--- src/rtl/counter_prog.sv ---
// rtl/counter_prog.sv - programmable up/down counter with prescaler, terminal-count pulse and sticky flags
module counter_prog #(
  parameter int WIDTH     = 8,
  parameter int PRE_WIDTH = 4
) (
  input  logic                 clk,
  input  logic                 rst_n,
  input  logic                 VPWR,
  input  logic                 VGND,
  input  logic                 en,
  input  logic                 dn,
  input  logic                 load,
  input  logic [WIDTH-1:0]     data,
  input  logic [WIDTH-1:0]     limit,
  input  logic                 sat,
  input  logic [PRE_WIDTH-1:0] pre,
  input  logic                 clr_flags,
  output logic [WIDTH-1:0]     count,
  output logic                 tc,
  output logic                 ovf,
  output logic                 unf
);

  // Power pins exist only for the hardened flow; they carry no logic function.
  logic unused_pwr;
  assign unused_pwr = VPWR ^ VGND;

  logic [WIDTH-1:0]     count_q, count_d;
  logic [PRE_WIDTH-1:0] pre_cnt_q, pre_cnt_d;
  logic                 tc_q, tc_d;
  logic                 ovf_q, ovf_d;
  logic                 unf_q, unf_d;
  logic                 step;
  logic                 set_ovf, set_unf;

  // A step is due when the prescaler has seen pre+1 enabled cycles.
  assign step = en && (pre_cnt_q == pre);

  // Next-state: load beats step, step beats hold; set events beat clr_flags.
  always_comb begin
    count_d   = count_q;
    pre_cnt_d = pre_cnt_q;
    tc_d      = 1'b0;
    set_ovf   = 1'b0;
    set_unf   = 1'b0;

    if (load) begin
      count_d   = (data > limit) ? limit : data;
      pre_cnt_d = '0;
    end else begin
      if (en) begin
        pre_cnt_d = step ? '0 : pre_cnt_q + 1'b1;
      end
      if (step) begin
        if (!dn) begin
          // At or above limit counts as the top boundary, so a lowered limit
          // is caught on the next up step.
          if (count_q >= limit) begin
            count_d = sat ? limit : '0;
            tc_d    = 1'b1;
            set_ovf = 1'b1;
          end else begin
            count_d = count_q + 1'b1;
          end
        end else begin
          if (count_q == '0) begin
            count_d = sat ? '0 : limit;
            tc_d    = 1'b1;
            set_unf = 1'b1;
          end else if (count_q > limit) begin
            // Limit was lowered below the count: snap back into range quietly.
            count_d = limit;
          end else begin
            count_d = count_q - 1'b1;
          end
        end
      end
    end

    ovf_d = set_ovf | (ovf_q & ~clr_flags);
    unf_d = set_unf | (unf_q & ~clr_flags);
  end

  // State registers; reset discards prescaler progress along with the count.
  always_ff @(posedge clk or negedge rst_n) begin
    if (!rst_n) begin
      count_q   <= '0;
      pre_cnt_q <= '0;
      tc_q      <= 1'b0;
      ovf_q     <= 1'b0;
      unf_q     <= 1'b0;
    end else begin
      count_q   <= count_d;
      pre_cnt_q <= pre_cnt_d;
      tc_q      <= tc_d;
      ovf_q     <= ovf_d;
      unf_q     <= unf_d;
    end
  end

  assign count = count_q;
  assign tc    = tc_q;
  assign ovf   = ovf_q;
  assign unf   = unf_q;

endmodule

--- config.mk ---
export PLATFORM = sky130hd
export DESIGN_NAME = counter_prog
export DESIGN_NICKNAME = d
export VERILOG_FILES = /design/src/rtl/counter_prog.sv
export SDC_FILE = /design/constraint.sdc
export NUM_CORES = 1
export LEC_CHECK = 0
export ABC_CLOCK_PERIOD_IN_PS = 4800
export CORE_MARGIN = 2
export CORE_UTILIZATION = 40
export DETAILED_ROUTE_END_ITERATION = 16
export PLACE_DENSITY_LB_ADDON = 0.2
export SYNTH_ARGS = -nofsm -noshare
export SYNTH_HDL_FRONTEND = slang
export SYNTH_SLANG_ARGS = --single-unit
export TNS_END_PERCENT = 50
--- constraint.sdc ---
create_clock -name clk -period 4.8 [get_ports clk]
set_input_delay 0.48 -clock clk [delete_from_list [all_inputs] [get_ports clk]]
set_output_delay 0.48 -clock clk [all_outputs]
set_load 0.01 [all_outputs]
# Word level (Yosys, flattened, before mapping)
# Cells that the tools add are included.
# op_classes
multipliers,0
n_reduce_logical,4
shifts,0
n_div,0
n_bitwise,5
eq_ne,1
magnitude_cmp,3
muxes,23
addsub,3
# ops
op,n
8-bit 2-to-1 mux,9
8-bit > comparator,2
4-bit 2-to-1 mux,3
1-bit 2-to-1 mux,11
8-bit by 1-bit adder with 8-bit output (second input constant),1
8-bit greater-or-equal comparator,1
8-bit logical NOT,1
8-bit by 1-bit subtractor with 8-bit output (second input constant),1
4-bit by 1-bit adder with 4-bit output (second input constant),1
4-bit equality test,1
2-bit nonzero test,2
1-bit bitwise AND,2
1-bit bitwise OR,2
1-bit logical AND,1
1-bit inverter,1
# word_totals
ramBits,0
register_bits,15
latchBits,0
inputBits,29
n_memories,0
rom_bits,0
wordCells,44

# Depth between registers and ports, before layout
# logic_depth
word_depth,6
depth_mapped,9
ltp_nobuf,8

# Least setup slack after synthesis
# OpenSTA, ideal clock, no wires.
# synth_path
path_type,input to register
startpoint,input limit[5]
endpoint,register count_q[6] (netlist: count[6])
path_buffers,1
path_slack_ns,2.528
t_arrival_ns,2.144
cell_stages,9
cell_sequence,inv_1 ha_1 a211o_1 a21oi_1 and3_1 clkbuf_1 nor3_1 a311o_1 o21bai_1
# synth_between
elab_chain_cells,6
word_cells_on_any_way,10
cone_classes,order compare (3); mux (7)
# synth_rtl
element,line,text
start: declaration,14,"input logic [WIDTH-1:0] limit,"
8-bit > comparator,70,end else if (count_q > limit) begin
8-bit 2-to-1 mux,70,
8-bit 2-to-1 mux,66,if (count_q == '0) begin
8-bit 2-to-1 mux,55,if (!dn) begin
8-bit 2-to-1 mux,54,if (step) begin
8-bit 2-to-1 mux *,47,if (load) begin
end signal: assignment,93,count_q <= count_d;
end: declaration,28,"logic [WIDTH-1:0] count_q, count_d;"
# Mark *: on every way between the ends. The rest lies on a longest branch, timed or not. The select of a mux whose other input is x is not followed.
# A chain may end at the register's enable or synchronous reset.

# Worst setup path after layout
# layout_path
startpoint,input limit[1]
endpoint,register count_q[0] (netlist: count[0])
# The elaborated chain is that of the path after synthesis.

==> results.md <==
* Status: complete, no violations
* F_max at 0.3456 GHz
* Hold crit path type: reg2reg
* # diodes at 0
* Fillers at 439
* Startpoint types: input pin
* Clk root buf: clkbuf_8
* Synth area leader: dfrtp_1
* # DRC at 0
* Relative slew margins at 0.2302
* Core ar. at 4414 um^2
* Period utilisation layout at 0.6028
* Hold_sp: ovf
* Clk buf depth at 2
* Cell family with most CP delay: compound AO/OA/AOI/OAI gates
* P_leak at between 0.0009 and 0.001 uW
* Vias post-DR at 1,917
* PwrDens at 258.0 nW/um^2
* Sink Count at 15
* Sw Pwr at approximately 250 uW
* CP max stage delay at 0.54 ns
* Post-CTS Setup Bufs at 0
* WS Path Type: in2reg
* Critical path's slowest cell: clkdlybuf4s50_1
* Grt total ovfl at 0
* CTS HTree Levels at 1
* Synthesized flop and latch total at 15
* Combinational fraction of design power at 0.519
* Final setup TNS at 0 ns
* Number of global-route vias before repair at around 1,800
* Sequential Power Share at 0.310
* Worst setup EP type: register
* PortBufs at 37
* Hold buffers post-CTS at 0
* Total global-route track usage at 0.2150
* Worst IR drop on VDD at 0.1725 mV
* Clock Pin Slew Worst Setup and Hold Paths at approximately 0.06 ns
* Footprint of the multi-input gates at 1361 um^2
* Storage element area at roughly 380 um^2
* Worst Setup SP: limit[1]
* Least-Margin Pin Slew at approximately 1.1 ns
* Post-Syn Area at 1858 um^2
* WL per Instance at approximately 17 um
* Post-cts sizing count at 0
* Via density at 6.105
* First-pass GRT wire length at around 9000 um
* Initial DRC count at roughly 130
* Die Height at 72.16 um
* ANT nets after route at 0
* Num CTS Buffers at 3
* Clock share of power at 0.171
* Data arrival, critical path at 2.99 ns
* R2r startpoint: count[1]
* Drt total wl at roughly 5300 um
* Critical path buffers and inverters at 3
* Syn. warnings at 0
* Clk_lat worst skew at 0.24 ns
* Drt pass-1 iters at 4
* RSZ-0062 raised after global routing: no
* Initial Util at 0.4209
* FP Rows at 24
* Yosys top cell area share at 0.2020
* Die area at 5206 um^2
* Switching Share at 0.4218
* Largest net degree at the start of global routing at 18
* Die width at 72.16 um
* Final min period at 2.894 ns
* Final Hold Viols at 0
* Max_cap viols at 0
* Fin area at between 2000 and 2500 um^2
* CTS tree: yes
* Sequential area share after synthesis at 0.2020
* Internal power at roughly 340 uW
* Final Slew Violations at 0
* Final setup viols at 0
* Syn Nets at around 280
* Synth-to-layout area growth at 23.37%
* Nets at 312
* Share of cells above drive strength 1 at 0.04580
* Placed Instance Area at 2247 um^2
* Initial antenna violation count at 0
* Post-synth cell types at 48
* Post-synthesis cell count at 232
* Placer Congestion at 0.8779
* Top cells by area, synth: dfrtp_1 (20%), ha_1 (13%), xor2_1 (5.2%)
* Avg Cell Area, Syn at 8.009 um^2
* Maximum fanout along the worst path at 12
* Top Ports at 40
* Worst Path Required at 4.90 ns
* Layout Skew at 0.001705 ns
* CP Cell Sequence: clkdlybuf4s50_1 > inv_1 > ha_1 > nor2b_1 > o211ai_1 > a31oi_1 > buf_4 > nand2b_1 > o311ai_0 > o221ai_1
* Post-DP HPWL at slightly above 4000 um
-- state kept, by name (all words and copies together), names as in the netlist --
register / count
ovf: 1
tc: 1
unf: 1
pre_cnt_q: 4
count: 8
-- per-stage QoR --
| stage | utilization | std cells | setup WS, ns | power, uW | hold WS (ns) |
|---|---|---|---|---|---|
| final | 0.5193 | 314 | 1.906 | 591.3 | 0.5298 |
| after global routing | 0.5193 | 314 | 1.718 | 640.3 | 0.5754 |
| after CTS | 0.5193 | 314 | 1.945 | 592.4 | 0.5310 |
| after detailed placement | 0.5091 | 310 | 1.702 | 487.5 | 0.5222 |
| after global placement | 0.5091 | 310 | 1.729 | 485.7 | 0.5184 |
| after floorplan | - | 232 | 2.528 | 383.5 | 0.1844 |
-- kinds of logic after synthesis --
group,Yosys count,synth area share
AO/OA/AOI/OAI,69,0.2774
XOR/XNOR,17,0.08013
adder cells (fa/ha/maj),20,0.1347
buffers and inverters,29,0.06532
flip-flops,15,0.2020
multiplexers,2,0.01145
AND/OR/NAND/NOR,80,0.2290
-- path summary, 6_finish.rpt --
check | cells past startpoint | endpoint | slack (ns)
min reg2reg | 2 | ovf | 0.53
min | 2 | ovf | 0.53
min in group asynchronous | 1 | count[7] | 0.64
max reg2reg | 8 | count[0] | 2.28
max in group asynchronous | 1 | count[1] | 3.73
max | 10 | count[0] | 1.91
-- worst reg2reg max path, delay by kind of cell, from the launching register on --
family | cells | cell delay [ns]
AOI/OAI and AO/OA | 4 | 0.96
adders and majority gates | 1 | 0.33
buffers and inverters | 1 | 0.19
DFF | 1 | 0.47
and+or+nand+nor | 2 | 0.42
-- routing by layer --
metal  up-vias  routed length (um)  track usage
met5         -                   0            0
met4         0                  89      0.05031
met3         9                 265      0.04028
met2        55                2387       0.3384
met1       912                2549       0.3047
li1        941                   -            -
-- final cells by class --
cell class | instances | area share
inverters | 16 | 0.02620
repair buffers | 39 | 0.1681
multi-input cells | 188 | 0.5939
clock buffers | 4 | 0.01965
well taps | 52 | 0.02838
flip-flops and latches | 15 | 0.1638
-- Yosys cell counts, drive strengths merged --
master / n
inv: 16
o21ai: 11
a211oi: 4
nand2: 18
nor2: 10
o21a: 2
or3: 1
mux2: 1
o21bai: 2
o2bb2ai: 1
a2111oi: 1
nor3: 19
mux2i: 1
xor2: 11
a21o: 1
o311ai: 5
a221oi: 6
nand2b: 4
a31oi: 7
xnor2: 6
a31o: 2
nand3: 12
o31ai: 1
ha: 20
o211ai: 2
nor4: 1
buf: 6
o32ai: 1
a211o: 1
and2b: 1
o221ai: 4
or4: 1
o211a: 1
a311o: 2
nand4: 5
clkbuf: 7
dfrtp: 15
a21oi: 13
o2111a: 2
nor2b: 2
nor3b: 3
and3: 3
-- power by group through the flow --
| stage | clock, uW | combinational [uW] | sequential, uW |
|---|---|---|---|
| floorplan | 0 | 217 | 166 |
| global placement | 0 | 301 | 185 |
| detailed placement | 0 | 302 | 185 |
| CTS | 104 | 305 | 183 |
| global route | 111 | 342 | 188 |
| finish | 101 | 307 | 183 |
-- cell usage in the layout, fill, tap and decap left out, drive strengths merged, types with 7 or more instances in the layout --
cell type / count
nor2: 10
nand2: 18
a31oi: 7
inv: 16
a21oi: 13
ha: 20
nand3: 12
clkdlybuf4s50: 37
o21ai: 11
xor2: 11
dfrtp: 15
nor3: 19
No activity file was read; power rests on OpenSTA's default activity.
